### src/rtl/shift_pipe_pkg.sv
// Shared opcode encoding and reserved-opcode check for the pipelined shifter.
// Rotates are only legal when SHIFT_PIPE_ROTATE_EN is defined.
package shift_pipe_pkg;

    typedef logic [2:0] op_t;

    localparam op_t OP_SLL = 3'd0;
    localparam op_t OP_SRL = 3'd1;
    localparam op_t OP_SRA = 3'd2;
    localparam op_t OP_ROL = 3'd3;
    localparam op_t OP_ROR = 3'd4;

    function automatic logic is_reserved(input op_t op);
`ifdef SHIFT_PIPE_ROTATE_EN
        return op > OP_ROR;
`else
        return op > OP_SRA;
`endif
    endfunction

endpackage

### src/rtl/shift_stage.sv
// Purpose: one combinational step of the shifter, moves data by STEP when en is set.
// Latency: combinational. Backpressure: none, the parent owns the registers.
// Rotate cases exist only under SHIFT_PIPE_ROTATE_EN; otherwise 011/100 pass through.
module shift_stage
    import shift_pipe_pkg::*;
#(
    parameter int WIDTH = 16,
    parameter int STEP  = 1
) (
    input  logic [2:0]       op,
    input  logic             en,
    input  logic [WIDTH-1:0] data,
    output logic [WIDTH-1:0] res
);

    always_comb begin
        res = data;
        if (en) begin
            case (op)
                OP_SLL:  res = {data[WIDTH-1-STEP:0], {STEP{1'b0}}};
                OP_SRL:  res = {{STEP{1'b0}}, data[WIDTH-1:STEP]};
                OP_SRA:  res = {{STEP{data[WIDTH-1]}}, data[WIDTH-1:STEP]};
`ifdef SHIFT_PIPE_ROTATE_EN
                OP_ROL:  res = {data[WIDTH-1-STEP:0], data[WIDTH-1:WIDTH-STEP]};
                OP_ROR:  res = {data[STEP-1:0], data[WIDTH-1:STEP]};
`endif
                default: res = data;
            endcase
        end
    end

endmodule

### src/rtl/shift_pipe.sv
// Purpose: pipelined barrel shifter/rotator, one amount bit resolved per stage (rotates: SHIFT_PIPE_ROTATE_EN).
// Latency: SHAMT_W cycles, one op per cycle. Backpressure: out_valid && !out_ready freezes every stage.
// Flush clears all valids at the next edge and blocks input in the same cycle.
module shift_pipe
    import shift_pipe_pkg::*;
#(
    parameter int WIDTH = 16,
    parameter int TAG_W = 4,
    localparam int SHAMT_W = $clog2(WIDTH)
) (
    input  logic               clk,
    input  logic               rst_n,
    input  logic               flush,
    input  logic               in_valid,
    output logic               in_ready,
    input  logic [2:0]         in_op,
    input  logic [WIDTH-1:0]   in_src,
    input  logic [SHAMT_W-1:0] in_amt,
    input  logic [TAG_W-1:0]   in_tag,
    output logic               out_valid,
    input  logic               out_ready,
    output logic [WIDTH-1:0]   out_res,
    output logic [TAG_W-1:0]   out_tag,
    output logic               out_err
);

    logic               stall;
    logic [SHAMT_W-1:0] vld_q;
    logic [WIDTH-1:0]   dat_q [SHAMT_W];
    logic [2:0]         op_q  [SHAMT_W];
    logic [TAG_W-1:0]   tag_q [SHAMT_W];
    logic [SHAMT_W-1:0] amt_q [SHAMT_W];

    logic [SHAMT_W-1:0] st_vld;
    logic [WIDTH-1:0]   st_dat [SHAMT_W];
    logic [WIDTH-1:0]   st_res [SHAMT_W];
    logic [2:0]         st_op  [SHAMT_W];
    logic [TAG_W-1:0]   st_tag [SHAMT_W];
    logic [SHAMT_W-1:0] st_amt [SHAMT_W];

    assign stall    = vld_q[SHAMT_W-1] && !out_ready;
    assign in_ready = !stall && !flush;

    // Amount travels right-aligned: each stage consumes bit 0 and shifts the rest down.
    always_comb begin
        st_vld[0] = in_valid && in_ready;
        st_dat[0] = in_src;
        st_op[0]  = in_op;
        st_tag[0] = in_tag;
        st_amt[0] = in_amt;
        for (int k = 1; k < SHAMT_W; k++) begin
            st_vld[k] = vld_q[k-1];
            st_dat[k] = dat_q[k-1];
            st_op[k]  = op_q[k-1];
            st_tag[k] = tag_q[k-1];
            st_amt[k] = amt_q[k-1];
        end
    end

    for (genvar k = 0; k < SHAMT_W; k++) begin : g_stage
        shift_stage #(
            .WIDTH (WIDTH),
            .STEP  (1 << k)
        ) u_shift (
            .op   (st_op[k]),
            .en   (st_amt[k][0]),
            .data (st_dat[k]),
            .res  (st_res[k])
        );
    end

    always_ff @(posedge clk or negedge rst_n) begin
        if (!rst_n) begin
            vld_q <= '0;
            for (int k = 0; k < SHAMT_W; k++) begin
                dat_q[k] <= '0;
                op_q[k]  <= '0;
                tag_q[k] <= '0;
                amt_q[k] <= '0;
            end
        end else if (flush) begin
            vld_q <= '0;
        end else if (!stall) begin
            vld_q <= st_vld;
            for (int k = 0; k < SHAMT_W; k++) begin
                dat_q[k] <= st_res[k];
                op_q[k]  <= st_op[k];
                tag_q[k] <= st_tag[k];
                amt_q[k] <= st_amt[k] >> 1;
            end
        end
    end

    logic unused_amt;
    assign unused_amt = ^amt_q[SHAMT_W-1];

    assign out_valid = vld_q[SHAMT_W-1];
    assign out_res   = dat_q[SHAMT_W-1];
    assign out_tag   = tag_q[SHAMT_W-1];
    assign out_err   = is_reserved(op_q[SHAMT_W-1]);

endmodule

### config.mk
export PLATFORM = sky130hd
export DESIGN_NAME = shift_pipe
export DESIGN_NICKNAME = d
export VERILOG_FILES = /design/src/rtl/shift_pipe_pkg.sv /design/src/rtl/shift_stage.sv /design/src/rtl/shift_pipe.sv
export SDC_FILE = /design/constraint.sdc
export NUM_CORES = 1
export LEC_CHECK = 0
export CAP_MARGIN = 25
export CORE_UTILIZATION = 62
export DETAILED_ROUTE_END_ITERATION = 12
export GPL_ROUTABILITY_DRIVEN = 0
export PLACE_DENSITY = 0.94
export SETUP_SLACK_MARGIN = 0.2
export SYNTH_ARGS = -nofsm -noshare
export SYNTH_HDL_FRONTEND = slang
export SYNTH_SLANG_ARGS = --single-unit
### constraint.sdc
create_clock -name clk -period 2.2 [get_ports clk]
set_input_delay 0.33 -clock clk [delete_from_list [all_inputs] [get_ports clk]]
set_output_delay 0.33 -clock clk [all_outputs]
set_load 0.01 [all_outputs]
After elaboration in Yosys (flattened, before gate mapping). Cells that the tools add are included.

Output and inout port bits: 23. Bits of input ports: 32. Logic and storage cells: 49. Flip-flop bits (word level): 102.

Bitwise operators: 2. Multiplexer cells: 10. Reduce and logical (&&, ||, !) cells: 11. Eq/ne operators: 9. $lt $le $gt $ge: 1.

Operator list (number): 16-bit one-hot mux with 3 select lines (4); 16-bit 2-to-1 mux (4); 3-bit by 1-bit equality test with 1-bit output (second input constant) (4); 3-bit by 2-bit equality test with 1-bit output (second input constant) (4); 3-bit zero test (4); 4-bit 2-to-1 mux (2); 3-bit by 2-bit > comparator with 1-bit output (second input constant) (1); 1-bit logical AND (3); 1-bit zero test (3); 2-bit != test (second input constant) (1); 1-bit inverter (2); 2-bit AND reduction (1).

Longest topological paths before layout.
Depth in word-level cells: 7. Depth in mapped cells: 8. Depth with buffers taken out: 5.

Modules after synthesis. From an unflattened synthesis, not the netlist that was laid out.

Cell total of the unflattened synthesis: 429. Area, all modules: 5534.1 um2.

By module, submodules not included: shift_pipe (cells an instance 238, area each 3996.3 um2, seq. area each 2552.4 um2, times used 1); shift_stage (g_stage[2].u_shift) (cells an instance 78, area each 581.8 um2, seq. area each 0.0 um2, times used 1); shift_stage (g_stage[1].u_shift) (cells an instance 41, area each 360.3 um2, seq. area each 0.0 um2, times used 1); shift_stage (g_stage[0].u_shift) (cells an instance 40, area each 352.8 um2, seq. area each 0.0 um2, times used 1); shift_stage (g_stage[3].u_shift) (cells an instance 32, area each 242.7 um2, seq. area each 0.0 um2, times used 1).

Worst setup path before layout. OpenSTA, ideal clock, no wires.

Kind: register -> output. Start point: register vld_q[3]. End point: output in_ready. Stages on the path, launching flop included: 7. Path slack: 773 ps. Data arrival time: 1097 ps. Required time: 1870 ps. Buffers on the path: 3. Path through: dfrtp_1 nand2b_1 nand2b_1 buf_2 inv_2 buf_4 buf_2.

Word-level cells in the longest chain between the ends: 3.

RTL lines: start, declared (line shift_pipe.sv:28) `logic [SHAMT_W-1:0] vld_q;`; start signal, assigned (line shift_pipe.sv:84) `vld_q <= st_vld;`; 1-bit logical AND (line shift_pipe.sv:41) `assign stall = vld_q[SHAMT_W-1] && !out_ready;`; 1-bit zero test; 1-bit logical AND (line shift_pipe.sv:42) `assign in_ready = !stall && !flush;`; end, declared (line shift_pipe.sv:15) `output logic in_ready,`.

No other way between the ends.

Final worst setup path.
Start point: input out_ready. End point: output in_ready.

Word-level cells in the longest chain between the ends: 4.

RTL lines: start, declared (line shift_pipe.sv:21) `input logic out_ready,`; 1-bit zero test (line shift_pipe.sv:41); 1-bit logical AND (line shift_pipe.sv:41); 1-bit zero test; 1-bit logical AND (line shift_pipe.sv:42).

No other way between the ends.

==> reports/results.tsv <==
metric	value	unit
grt_max_degree	105	
rsz0062_at_grt	no	
multi_input_area	0.00273	sq mm
port_buffers	54	
synth_top_family_by_area	simple AND/OR/NAND/NOR gates	
min_from	st_tag[11]	
worstPathArrival	1.43	ns
pre_cts_ws	0.104	ns
core.rowCount	34	
worstSetupPathType	input port to output port	
post-cts-setup-buffers	0	
synthArstFlopShare	1.00	
synth_edf_count	0	
ir_drop	0.324	mV
relSlewSlack	0.517	
seq_area	0.00255	sq mm
yosys.area_share.xor_xnor	0.00462	
drt_iter0_markers	399	
antenna_found_initial	0	
skew	0.0120	ns
outcome	complete, but fails checks	
fill_cells	647	
cap_violations	0	
grt_pass1_vias	4651	
power.switching	1.60	mW
crit_path_end	in_ready	
power_frac_seq	0.486	
worst-r2r-setup-slack	0.45	ns
overflow	0	
drtAntennaViolNets	0	
start_util	0.645	
startpoint	out_ready	
p_int	3.57	mW
syn_inst	664	
fmax	569	MHz
power_frac_comb	0.248	
synth_fa_ha_area_frac	0	
finalSetupTns	0	ns
timing.final.crit_share	0.799	
r2r_cells	5	
antenna_cells	0	
worstPathRequired	1.87	ns
synth_area	0.00568	sq mm
clockRootBuffer	clkbuf_8	
worstMarginPinSlew	0.725	ns
core-area	0.00881	sq mm
grt_pass1_wl	21.3	mm
synth_top_cell_by_area	dfrtp_1	
clockBufferDepth	2	
ys_types	40	
ys.warnings.count	0	
fin_ws	0.443	ns
dieArea	0.00955	sq mm
worstPathMaxFanout	4	
rr_endpoint	dat_q[22]	
wl_per_cell	15.6	um
synth_compound_area_frac	0.181	
synthSimpleGateAreaFrac	0.241	
groute.usage.overall	0.272	
hold_violations	0	
synth-seq-cells	102	
p_leak	2.75	nW
io-pin-count	55	
drive_gt1_frac	0.0775	
dp_hpwl	8.38	mm
powerDensity	808	mW/mm^2
vias_per_cell	6.08	
cts-htree-levels	3	
swShare	0.309	
min_path_type	register to register	
die_x	97.7	um
synth_nets	696	
ys_seq_area_frac	0.449	
fp.dieH	97.7	um
rr_startpoint	op_q[6]	
synth.area.mux_share	0.0513	
min_period	1.76	ns
synthTopCellsByArea	dfrtp_1 45%, nand2_1 10%, a221oi_1 6.2%	
dr_total_vias	4814	
clockPowerShare	0.266	
cts_buffers	9	
setup_violations	0	
syn_to_final_growth	12.6	%
syn_avg_cell_area	8.56	sq um
wirelength	12.3	mm
nNetsFinal	712	
cts.sinks	102	
drt_pass1_iterations	10	
violations	DRC	
cts_tree	done	
drv_slew	0	
synth.top_cell.area_share	0.449	
synthFlopType	dfrtp_1	
clk_pin_slew	0.10	ns
clk_latency	0.37	ns
remaining_drc_errors	10	
setup.worst_path.start_class	input port	
end_kind	output port	
-- sequential cells by signal, summed over array words and instances (netlist names) --
name / count
st_tag: 12
amt_q: 6
out_res: 16
op_q: 12
vld_q: 4
out_tag: 4
dat_q: 48
-- stage by stage --
step                      std cells   util  hold WS (ns)  area [sq um]  power [mW]
after floorplan                 664      -        0.0344          5680        3.39
after global placement          776  0.699         0.375          6150        3.73
after detailed placement        776  0.699         0.382          6150        3.81
after CTS                       792  0.726         0.477          6400        5.17
after global routing            792  0.727         0.497          6400        5.45
final                           792  0.727         0.479          6400        5.17
-- cell usage after synthesis, drive strengths merged (3+ instances only) --
cell	instances
a21oi	23
a221oi	43
a31oi	7
buf	56
clkbuf	11
dfrtp	102
inv	7
mux2	8
mux2i	19
nand2	153
nand2b	10
nand3b	22
nor2	90
nor2b	15
nor3	4
nor3b	5
o21ai	55
o2bb2ai	10
o31ai	6
xnor2	3
-- worst max-delay path: stages --
cell and delay, ns:
clkdlybuf4s50_1 0.42, nand2b_2 0.23, nand2b_4 0.11, inv_2 0.06, dlygate4sd2_1 0.28
-- kinds of logic (layout without fill, tap and decap cells) --
kind of cell	Yosys count	count (layout)
xor gates and xnor gates	3	3
and+or+nand+nor	306	306
muxes	27	27
DFF	102	102
AOI/OAI and AO/OA	152	152
buffers and inverters	74	94
-- worst min path at each step --
stage,end,slack (ns),depth (start not counted)
6_report,st_tag[7],0.48,2
5_1_grt,amt_q[14],0.50,3
4_1_cts,out_tag[3],0.48,2
3_5_place_dp,vld_q[3],0.38,1
3_3_place_gp,vld_q[2],0.38,1
2_1_floorplan,amt_q[12],0.03,0
-- per-layer routing --
layer  wire, um  up-vias  global-route usage
li1           -     2312                   -
met1       5190     2301               0.343
met2       6340      171               0.482
met3        527       30              0.0315
met4        289        0               0.108
met5          0        -                   0
-- what timing repair did --
item                                    CTS  global route
hold buffers                              1             0
endpoints found under the setup margin    1             2
endpoints found under the hold margin    37             0
cloned                                    0             0
resized for setup                         2             1
-- layout by cell type (no fill, tap or decap), types with 19 or more instances in the layout --
master / synthesis / layout
nor2_1: 89 / 89
nand3b_1: 22 / 22
o21ai_1: 22 / 22
dfrtp_1: 102 / 101
nand2_1: 151 / 151
o21ai_0: 33 / 33
a21oi_1: 23 / 23
clkdlybuf4s50_1: 0 / 52
mux2i_1: 19 / 19
a221oi_1: 40 / 40
-- power groups by stage --
stage | clock (mW) | combinational, mW | sequential, mW
after floorplan | 0 | 0.986 | 2.40
after global placement | 0 | 1.22 | 2.51
after detailed placement | 0 | 1.27 | 2.54
after CTS | 1.38 | 1.28 | 2.50
after global routing | 1.46 | 1.43 | 2.56
final | 1.38 | 1.28 | 2.51
-- area by class of cell --
class / instances / share of cell area
clock inverters: 6 / 0.0170
clock buffers: 9 / 0.0194
repair buffers: 72 / 0.113
multi-input cells: 488 / 0.426
flip-flops and latches: 102 / 0.399
well taps: 108 / 0.0211
inverters: 7 / 0.00411
No activity file was read; power rests on OpenSTA's default activity.
